==> src/rtl/adder_accum_ctrl.sv <==
// adder_accum_ctrl: accumulator/operand front end for the 16-bit lab adders.
// Optional macro ADDER_ACCUM_SIGNED_OVF_EN adds a sticky signed-overflow output Ovf.
module adder_accum_ctrl #(
  parameter int WIDTH         = 16,
  parameter int SETTLE_CYCLES = 2
) (
  input  logic             Clk,
  input  logic             Reset,
  input  logic             Run,
  input  logic             ClearA_LoadB,
  input  logic [WIDTH-1:0] SW,
  input  logic [WIDTH-1:0] Add_S,
  input  logic             Add_Cout,
  output logic [WIDTH-1:0] Add_A,
  output logic [WIDTH-1:0] Add_B,
  output logic             Add_Cin,
  output logic [WIDTH-1:0] Acc,
  output logic             Cout_Sticky,
  output logic             Busy,
  output logic             Done
`ifdef ADDER_ACCUM_SIGNED_OVF_EN
  ,
  output logic             Ovf
`endif
);

  if (SETTLE_CYCLES < 1 || SETTLE_CYCLES > 15) begin : g_bad_settle
    $error("SETTLE_CYCLES must be in 1..15");
  end

  typedef enum logic [1:0] {
    IDLE    = 2'd0,
    SETTLE  = 2'd1,
    CAPTURE = 2'd2,
    HOLD    = 2'd3
  } state_t;

  localparam logic [3:0] CNT_INIT = 4'(SETTLE_CYCLES - 1);

  state_t           state_q, state_d;
  logic [3:0]       cnt_q, cnt_d;
  logic [WIDTH-1:0] acc_q, acc_d;
  logic [WIDTH-1:0] breg_q, breg_d;
  logic             sticky_q, sticky_d;
  logic             done_q, done_d;
`ifdef ADDER_ACCUM_SIGNED_OVF_EN
  logic             ovf_q, ovf_d;
  logic             ovf_hit;
`endif

  // State and datapath registers; synchronous reset aborts any add.
  always_ff @(posedge Clk) begin
    if (Reset) begin
      state_q  <= IDLE;
      cnt_q    <= '0;
      acc_q    <= '0;
      breg_q   <= '0;
      sticky_q <= 1'b0;
      done_q   <= 1'b0;
`ifdef ADDER_ACCUM_SIGNED_OVF_EN
      ovf_q    <= 1'b0;
`endif
    end else begin
      state_q  <= state_d;
      cnt_q    <= cnt_d;
      acc_q    <= acc_d;
      breg_q   <= breg_d;
      sticky_q <= sticky_d;
      done_q   <= done_d;
`ifdef ADDER_ACCUM_SIGNED_OVF_EN
      ovf_q    <= ovf_d;
`endif
    end
  end

`ifdef ADDER_ACCUM_SIGNED_OVF_EN
  // Two like-signed operands giving a differently-signed sum.
  always_comb begin
    ovf_hit = (acc_q[WIDTH-1] == breg_q[WIDTH-1]) &&
              (Add_S[WIDTH-1] != acc_q[WIDTH-1]);
  end
`endif

  // Next-state logic: one add per Run assertion, held Run parks in HOLD.
  always_comb begin
    state_d  = state_q;
    cnt_d    = cnt_q;
    acc_d    = acc_q;
    breg_d   = breg_q;
    sticky_d = sticky_q;
    done_d   = 1'b0;
`ifdef ADDER_ACCUM_SIGNED_OVF_EN
    ovf_d    = ovf_q;
`endif
    unique case (state_q)
      IDLE: begin
        if (Run) begin
          breg_d  = SW;
          cnt_d   = CNT_INIT;
          state_d = SETTLE;
        end else if (ClearA_LoadB) begin
          acc_d    = '0;
          breg_d   = SW;
          sticky_d = 1'b0;
`ifdef ADDER_ACCUM_SIGNED_OVF_EN
          ovf_d    = 1'b0;
`endif
        end
      end
      SETTLE: begin
        if (cnt_q != 4'd0) begin
          cnt_d = cnt_q - 4'd1;
        end else begin
          state_d = CAPTURE;
        end
      end
      CAPTURE: begin
        acc_d    = Add_S;
        sticky_d = sticky_q | Add_Cout;
        done_d   = 1'b1;
        state_d  = HOLD;
`ifdef ADDER_ACCUM_SIGNED_OVF_EN
        ovf_d    = ovf_q | ovf_hit;
`endif
      end
      HOLD: begin
        if (!Run) begin
          state_d = IDLE;
        end
      end
      default: begin
        state_d = IDLE;
      end
    endcase
  end

  // Continuous adder drive and status outputs.
  always_comb begin
    Add_A       = acc_q;
    Add_B       = breg_q;
    Add_Cin     = 1'b0;
    Acc         = acc_q;
    Cout_Sticky = sticky_q;
    Done        = done_q;
    Busy        = (state_q == SETTLE) || (state_q == CAPTURE);
`ifdef ADDER_ACCUM_SIGNED_OVF_EN
    Ovf         = ovf_q;
`endif
  end

endmodule

==> config.mk <==
export PLATFORM = sky130hd
export DESIGN_NAME = adder_accum_ctrl
export DESIGN_NICKNAME = d
export VERILOG_FILES = /design/src/rtl/adder_accum_ctrl.sv
export SDC_FILE = /design/constraint.sdc
export NUM_CORES = 1
export LEC_CHECK = 0
export BUFFER_PORTS_ARGS = -buffer_cell sky130_fd_sc_hd__buf_2
export CAP_MARGIN = 30
export CORE_MARGIN = 4
export CORE_UTILIZATION = 36
export CTS_BUF_LIST = sky130_fd_sc_hd__clkbuf_4
export DETAILED_ROUTE_END_ITERATION = 12
export PLACE_DENSITY = 0.71
export REMOVE_ABC_BUFFERS = 1
export SYNTH_ARGS = -nofsm -noshare
export SYNTH_HDL_FRONTEND = slang
export SYNTH_SLANG_ARGS = --single-unit
==> constraint.sdc <==
create_clock -name Clk -period 5.61 [get_ports Clk]
set_clock_uncertainty 0.15 [all_clocks]
set_input_delay 0 -clock Clk [delete_from_list [all_inputs] [get_ports Clk]]
set_output_delay 0 -clock Clk [all_outputs]
set_load 0.05 [all_outputs]
==> results of run 1 <==
-- area by class of cell --
type / instances / share of cell area [%]
Timing Repair Buffer: 140 / 35.8
Sequential cell: 40 / 29.8
Multi-Input combinational cell: 107 / 27.1
Tap cell: 67 / 3.12
Clock inverter: 3 / 1.58
Clock buffer: 5 / 1.40
Inverter: 8 / 1.12
-- where the power goes --
part,total (mW),switching (mW),internal (mW)
clock,0.189,0.0954,0.0932
sequential,0.381,0.0378,0.343
combinational,0.665,0.443,0.222
-- critical path: stages (launching register included) --
cell and delay, ps:
dfxtp_1 410, inv_1 80, ha_1 310, a21bo_2 230, dlygate4sd3_1 550, a211oi_1 220, dlygate4sd3_1 570
-- per-stage QoR --
| stage | cells | area, µm² | util [%] |
|---|---|---|---|
| final | 370 | 2690 | 56.9 |
| after global routing | 370 | 2690 | 56.9 |
| after CTS | 370 | 2690 | 56.9 |
| after detailed placement | 310 | 2090 | 44.2 |
| after global placement | 309 | 2080 | 44.0 |
| after floorplan | 155 | 1560 | - |
-- kinds of logic after synthesis --
group | Yosys count | share of synthesized area [%]
flip-flops | 40 | 45.4
AO/OA/AOI/OAI | 47 | 21.2
adder cells (fa/ha/maj) | 6 | 4.25
AND/OR/NAND/NOR | 50 | 14.0
other | 1 | 0.212
multiplexers | 3 | 1.70
buffers and inverters | 34 | 13.3
-- registers in the layout, summed over array words and instances, names as in the netlist --
signal / count
Acc: 16
Add_B: 16
cnt_q: 4
state_q: 2
Cout_Sticky: 1
Done: 1
-- worst paths after layout --
kind                                 start     endpoint  cells after the start  slack, ps
worst max-delay path            state_q[0]  Cout_Sticky                      6       3050
worst min-delay path                 Reset     cnt_q[0]                      3         70
worst min register to register     Acc[10]      Acc[10]                      1        360
worst max register to register  state_q[0]  Cout_Sticky                      6       3050
-- routing by layer --
layer | global-route usage (%) | vias to the layer above
li1 | - | 845
met1 | 17.5 | 792
met2 | 29.5 | 77
met3 | 5.62 | 4
met4 | 5.77 | 0
met5 | 0 | -
-- synth_stat cells --
cell type	instances	area [µm²]
inv_1	8	30.0
a41oi_1	1	8.76
o21a_1	1	7.51
o21ai_1	1	5.00
nand2b_1	4	25.0
a211oi_1	1	7.51
and2b_2	1	8.76
a22o_1	1	8.76
or3b_4	1	11.3
nand2b_4	1	13.8
and2b_1	1	7.51
clkbuf_1	3	11.3
nand3b_1	2	15.0
or3_1	4	25.0
o32ai_1	3	26.3
buf_2	1	5.00
conb_1	1	3.75
nor2_1	2	7.51
dfxtp_1	40	801
buf_4	18	135
ha_1	6	75.1
mux2i_1	3	30.0
buf_6	1	11.3
a21bo_2	1	10.0
and3b_1	1	8.76
buf_8	1	15.0
a22o_2	16	160
clkbuf_8	2	27.5
a21boi_2	1	11.3
nand2_1	33	124
o21bai_1	1	7.51
a21oi_1	19	95.1
a221oi_4	1	26.3
==> results.yml, run 1 <==
run_status:
  status: "finished clean"
final_layout:
  mostFrequentLayoutCells: "buf_2, dlygate4sd3_1, dfxtp_1, nand2_1, a21oi_1"
  num-fill-cells: 390
  multi_input_area_um2: 729
  nets: 345
  area_growth_pct: 52.2
  mostFrequentLayoutCell: "buf_2"
  drive_above_1_share_pct: 38.6
  seq_area_um2: 801
  diodes: 0
timing:
  worst_pin_slew_ps: 710
  setup_viol: 0
  timing.final.ws_setup_ps: 3050
  post-route-min-period_ps: 2560
  hold_viol: 0
  rsz0062_at_grt: "false"
  whs_ps: 72.8
  fin_crit_sh_pct: 45.6
  relSlewSlack_pct: 52.4
  tns_ps: 0
  slew_violations: 0
  fmax_ghz: 0.391
logic_synthesis:
  synth_area_per_cell_um2: 9.75
  ys_ff_latch: 40
  yosysWarnings: 0
  ys_seq_area_share_pct: 45.4
  ys_types: 33
  synthCells: 181
  syn_area_um2: 1770
global_route:
  grt_pass1_vias: 1775
  grt_max_degree: 32
  overflow: 0
  grt_pass1_wl_um: 8070
  grt_usage_pct: 16.3
  antenna_found_initial: 0
cts:
  cts.sinks: 40
  root_buffer: "clkbuf_4"
  cts_tree: "yes"
  cts.clk_slew.worst_paths_ps: 120
  cts_hold_buf: 52
  clk_path_buf_depth: 2
  cts_buffers: 5
  cts_resized: 0
  clk_latency_ps: 340
  h-tree-depth: 2
  post_cts_buffers: 0
pwr:
  p_leak_nw: 1.34
  powerDensity_nw_per_um2: 460
  peakVddDrop_uv: 243
  power_mw: 1.24
detailed_routing:
  wl_met2_um: 2340
  wl_um: 4840
  antenna_left: 0
  highest_layer: "met4"
  dr.first_iter.drc_count: 58
  drt-met1-wl_um: 2010
  drc_errors: 0
  met3_length_um: 450
  first_pass_iters: 4
  drt-vias-per-instance: 4.64
  wl_per_cell_um: 13.1
  num_vias: 1718
setup_path:
  crit_type: "flip-flop to flip-flop"
  endpoint_kind: "flip-flop"
  cp.arrival_ps: 2700
  cp.required_ps: 5750
  critPathLaunchType: "flip-flop"
  cp_max_fo: 9
die:
  num_rows: 25
  ios: 89
  die_w_um: 78.0
  core_um2: 4720
  die_h_um: 78.0
  dieArea_um2: 6090
  initial_utilization_pct: 37.4
place:
  pre_cts_ws_ps: 3700
  numPortBuffers: 87
  dpl.hpwl_um: 2880
  gp_congestion: 0.731
job:
  drv_cap: 0
worst_hold_path:
  hold_class: "input port to flip-flop"
Power figures use the tool's default switching activity.
==> run 2: changes to the inputs <==
==> constraint.sdc (replaced) <==
create_clock -name Clk -period 2.45 [get_ports Clk]
set_clock_uncertainty 0.15 [all_clocks]
set_input_delay 0 -clock Clk [delete_from_list [all_inputs] [get_ports Clk]]
set_output_delay 0 -clock Clk [all_outputs]
set_load 0.05 [all_outputs]
==> results.yml, run 2 (same netlist as run 1, synthesis figures left out) <==
final_layout:
  drive_above_1_share_pct: 39.7
  area_growth_pct: 50.6
  mostFrequentLayoutCells: "buf_2, dlygate4sd3_1, dfxtp_1, nand2_1, a21oi_1"
  num-fill-cells: 398
  diodes: 0
  mostFrequentLayoutCell: "buf_2"
  nets: 342
  fin_cells: 367
global_route:
  grt_pass1_wl_um: 7500
  grt_usage_pct: 15.5
  grtUsageMet2_pct: 26.3
  use_met1_pct: 18.4
  grt_max_degree: 32
  busiest_layer: "met2"
  grtUsageMet3_pct: 4.47
  antenna_found_initial: 0
  grt_pass1_vias: 1584
  overflow: 0
place:
  pre_cts_ws_ps: 565
  numPortBuffers: 87
  dp_cells: 310
  dpl.hpwl_um: 2890
  gp_congestion: 0.795
setup_path:
  cp.arrival_ps: 2350
  endpoint_kind: "flip-flop"
  critPathLaunchType: "flip-flop"
  cp_max_fo: 16
  cp.required_ps: 2590
  crit_type: "flip-flop to flip-flop"
die:
  core_um2: 4720
  num_rows: 25
  die_h_um: 78.0
  ios: 89
  initial_utilization_pct: 37.4
  die_w_um: 78.0
  dieArea_um2: 6090
job:
  drv_cap: 0
detailed_routing:
  num_vias: 1654
  drc_errors: 0
  wl_um: 4690
  dr.first_iter.drc_count: 45
  wl_per_cell_um: 12.8
  antenna_left: 0
  drt-vias-per-instance: 4.51
  first_pass_iters: 6
timing:
  hold_viol: 2
  fmax_ghz: 0.453
  timing.final.ws_setup_ps: 242
  worst_pin_slew_ps: 713
  relSlewSlack_pct: 52.2
  setup_viol: 0
  rsz0062_at_grt: "false"
  slew_violations: 0
  post-route-min-period_ps: 2210
  tns_ps: 0
  whs_ps: -5.17
  fin_crit_sh_pct: 90.1
cts:
  h-tree-depth: 2
  cts.clk_slew.worst_paths_ps: 120
  cts_tree: "yes"
  cts.sinks: 40
  root_buffer: "clkbuf_4"
  clk_latency_ps: 340
  clk_path_buf_depth: 2
  cts_buffers: 5
  post_cts_buffers: 0
pwr:
  powerDensity_nw_per_um2: 1050
  peakVddDrop_uv: 562
  p_leak_nw: 1.32
  power_mw: 2.80
run_status:
  status: "complete, but fails checks"
  violations: "hold timing"
worst_hold_path:
  hold_class: "input port to flip-flop"
run 2: changes by cell type in the layout (fill, tap and decap cells not counted):
cell,delta
clkinvlp_4,+1
o21a_1,-1
clkinv_4,-1
clkinv_1,-1
clkinv_2,+1
o21a_2,+1
dlygate4sd3_1,-3
run 2: layout make-up:
cell class	instances	area, µm²	area share [%]
multi-input combinational	107	731	27.5
clock buffer	5	37.5	1.41
tap	67	83.8	3.15
timing repair buffer	137	933	35.1
clock inverter	3	42.5	1.60
inverter	8	30.0	1.13
sequential	40	801	30.1
run 2: path summary, 6_finish.rpt:
| path | from | end | slack [ps] | cells after the start |
|---|---|---|---|---|
| setup / recovery | state_q[0] | Add_B[1] | 240 | 6 |
| hold / removal | Reset | Add_B[5] | -5 | 2 |
| setup reg to reg | state_q[0] | Add_B[1] | 240 | 6 |
| hold reg to reg | Add_B[5] | Add_B[5] | 320 | 2 |
run 2: metrics by stage:
step	cell area, µm²	util, %	hold slack, ps
final	2660	56.3	-5.17
after global routing	2660	56.3	7.83
after CTS	2660	56.3	0.746
after detailed placement	2090	44.2	74.1
after global placement	2090	44.2	72.5
after floorplan	1560	-	-80.9
run 2: power breakdown:
group          internal [mW]  leakage (nW)  total, mW  switching [mW]
clock                  0.213        0.0412      0.428           0.215
combinational          0.497         0.953       1.50            1.00
sequential             0.786         0.326      0.873          0.0868
total                   1.50          1.32       2.80            1.30
run 2: worst max-delay path, stage by stage (launching register included):
cell	delay (ps)
dfxtp_1	360
inv_1	90
ha_1	340
o21a_2	390
nand2_1	110
a21oi_1	150
dlygate4sd3_1	560
run 2: repair_timing:
| item | in CTS | in global routing |
|---|---|---|
| resized for setup | 0 | 1 |
| hold buffers | 49 | 0 |
| endpoints found under the setup margin | 0 | 13 |
| hold endpoints to repair | 35 | 0 |
run 2: layer usage:
layer | wire length [µm] | vias to the layer above
li1 | - | 838
met1 | 1980 | 731
met2 | 2240 | 79
met3 | 399 | 6
met4 | 71 | 0
met5 | 0 | -
==> run 3: changes to the inputs <==
--- a/config.mk
+++ b/config.mk
@@ -11,7 +11,7 @@
 export CORE_UTILIZATION = 36
 export CTS_BUF_LIST = sky130_fd_sc_hd__clkbuf_4
 export DETAILED_ROUTE_END_ITERATION = 12
-export PLACE_DENSITY = 0.71
+export PLACE_DENSITY = 0.7
 export REMOVE_ABC_BUFFERS = 1
 export SYNTH_ARGS = -nofsm -noshare
 export SYNTH_HDL_FRONTEND = slang
==> constraint.sdc (replaced) <==
create_clock -name Clk -period 2 [get_ports Clk]
set_clock_uncertainty 0.15 [all_clocks]
set_input_delay 0 -clock Clk [delete_from_list [all_inputs] [get_ports Clk]]
set_output_delay 0 -clock Clk [all_outputs]
set_load 0.05 [all_outputs]
==> results.yml, run 3 (same netlist as run 1, synthesis figures left out) <==
setup_path:
  crit_type: "flip-flop to flip-flop"
  cp.required_ps: 2100
  cp.arrival_ps: 1900
  reg2reg_slack_ps: 190
  critPathLaunchType: "flip-flop"
  crit_end: "cnt_q[1]"
  startpoint: "state_q[1]"
  path_cells: "inv_1 > ha_1 > mux2i_1 > a41oi_1 > o32ai_1"
  endpoint_kind: "flip-flop"
  cp_max_fo: 9
  max_stage_delay_ps: 400
  r2r-end: "cnt_q[1]"
  r2r-start: "state_q[1]"
  reg2regPathDepth: 5
  cp_slowest_cell: "mux2i_1"
final_layout:
  utilization_pct: 54.0
  mostFrequentLayoutCell: "buf_2"
  design_area_um2: 2550
  area_growth_pct: 44.5
  mostFrequentLayoutCells: "buf_2, dfxtp_1, dlygate4sd3_1, nand2_1, a21oi_1"
  drive_above_1_share_pct: 41.9
  nets: 331
  diodes: 0
timing:
  slew_violations: 0
  fmax_ghz: 0.553
  tns_ps: 0
  setup_viol: 0
  post-route-min-period_ps: 1810
  whs_ps: 270
  hold_viol: 0
  fin_crit_sh_pct: 90.3
  rsz0062_at_grt: "false"
place:
  dpl_cell_area_um2: 2100
  dpl.hpwl_um: 2910
  gp_congestion: 0.828
  numPortBuffers: 87
cts:
  cts_buffers: 5
  h-tree-depth: 2
  clk_path_buf_depth: 2
  cts.clk_slew.worst_paths_ps: 110
  root_buffer: "clkbuf_4"
  cts.sinks: 40
  clk_latency_ps: 330
  cts_tree: "yes"
  post_cts_buffers: 0
detailed_routing:
  antenna_left: 0
  wl_um: 4510
  drt-vias-per-instance: 4.60
  first_pass_iters: 4
  dr.first_iter.drc_count: 34
  num_vias: 1637
  drc_errors: 0
  wl_per_cell_um: 12.7
pwr:
  power_mw: 3.36
  powerDensity_nw_per_um2: 1320
  peakVddDrop_uv: 656
  p_leak_nw: 1.26
global_route:
  overflow: 0
  grt_pass1_wl_um: 7290
  grt_max_degree: 29
  grt_pass1_vias: 1576
  antenna_found_initial: 0
  grt_usage_pct: 14.9
die:
  num_rows: 25
  ios: 89
  initial_utilization_pct: 37.4
  core_um2: 4720
  die_w_um: 78.0
  die_h_um: 78.0
  dieArea_um2: 6090
run_status:
  status: "finished clean"
job:
  drv_cap: 0
worst_hold_path:
  hold_class: "input port to flip-flop"
[run 3: cell count changes in the layout (fill, tap and decap cells not counted), sizes merged]
cell and change:
clkinvlp -1, dlygate4sd3 -13, buf +2, clkbuf +1
[run 3: metal layers]
| layer | up-vias | track usage [%] | share of wire [%] | routed length (µm) |
|---|---|---|---|---|
| met1 | 745 | 17.3 | 44 | 1960 |
| li1 | 813 | - | - | - |
| met4 | 0 | 4.90 | 1.0 | 47 |
| met3 | 6 | 4.24 | 8.0 | 362 |
| met5 | - | 0 | 0 | 0 |
| met2 | 73 | 26.3 | 47 | 2140 |
[run 3: worst min-delay path by stage]
stage                   start  slack, ps           to  depth (start not counted)
floorplan               Reset        -80     Add_B[0]                          1
global placement     Add_S[1]         70       Acc[1]                          2
detailed placement   Add_S[9]         80       Acc[9]                          2
CTS                 Add_S[11]        240      Acc[11]                          3
global route         Add_S[2]        260       Acc[2]                          3
finish                  Reset        270  Cout_Sticky                          3
[run 3: power by group]
part | switching, mW | total [mW] | leakage (nW) | internal, mW
clock | 0.246 | 0.522 | 0.0456 | 0.276
combinational | 1.22 | 1.77 | 0.884 | 0.545
sequential | 0.105 | 1.07 | 0.326 | 0.963
total | 1.57 | 3.36 | 1.26 | 1.78
[run 3: per-stage QoR]
step           std cells  setup slack, ps
3_5_place_dp         312             97.1
4_1_cts              356             68.6
3_3_place_gp         312              191
5_1_grt              356             80.0
6_report             356              193
2_1_floorplan        155              342
[run 3: worst max-delay path, delay by kind of cell (launching register included)]
kind,cells,cell delay (ps)
muxes,1,400
AOI/OAI and AO/OA,2,370
DFF,1,360
adders and majority gates,1,360
buffers and inverters,1,90
[run 3: cell type report]
cell class / count / area (µm²)
clock buffer: 6 / 45.0
inverter: 8 / 30.0
clock inverter: 2 / 35.0
multi-input combinational: 107 / 738
tap: 67 / 83.8
timing repair buffer: 126 / 818
fill: 415 / 2170
sequential: 40 / 801
[run 3: what timing repair did]
| item | CTS | global route |
|---|---|---|
| hold buffers | 36 | 0 |
| resized for setup | 0 | 2 |
| endpoints found under the setup margin | 0 | 16 |
| hold endpoints to repair | 36 | 0 |
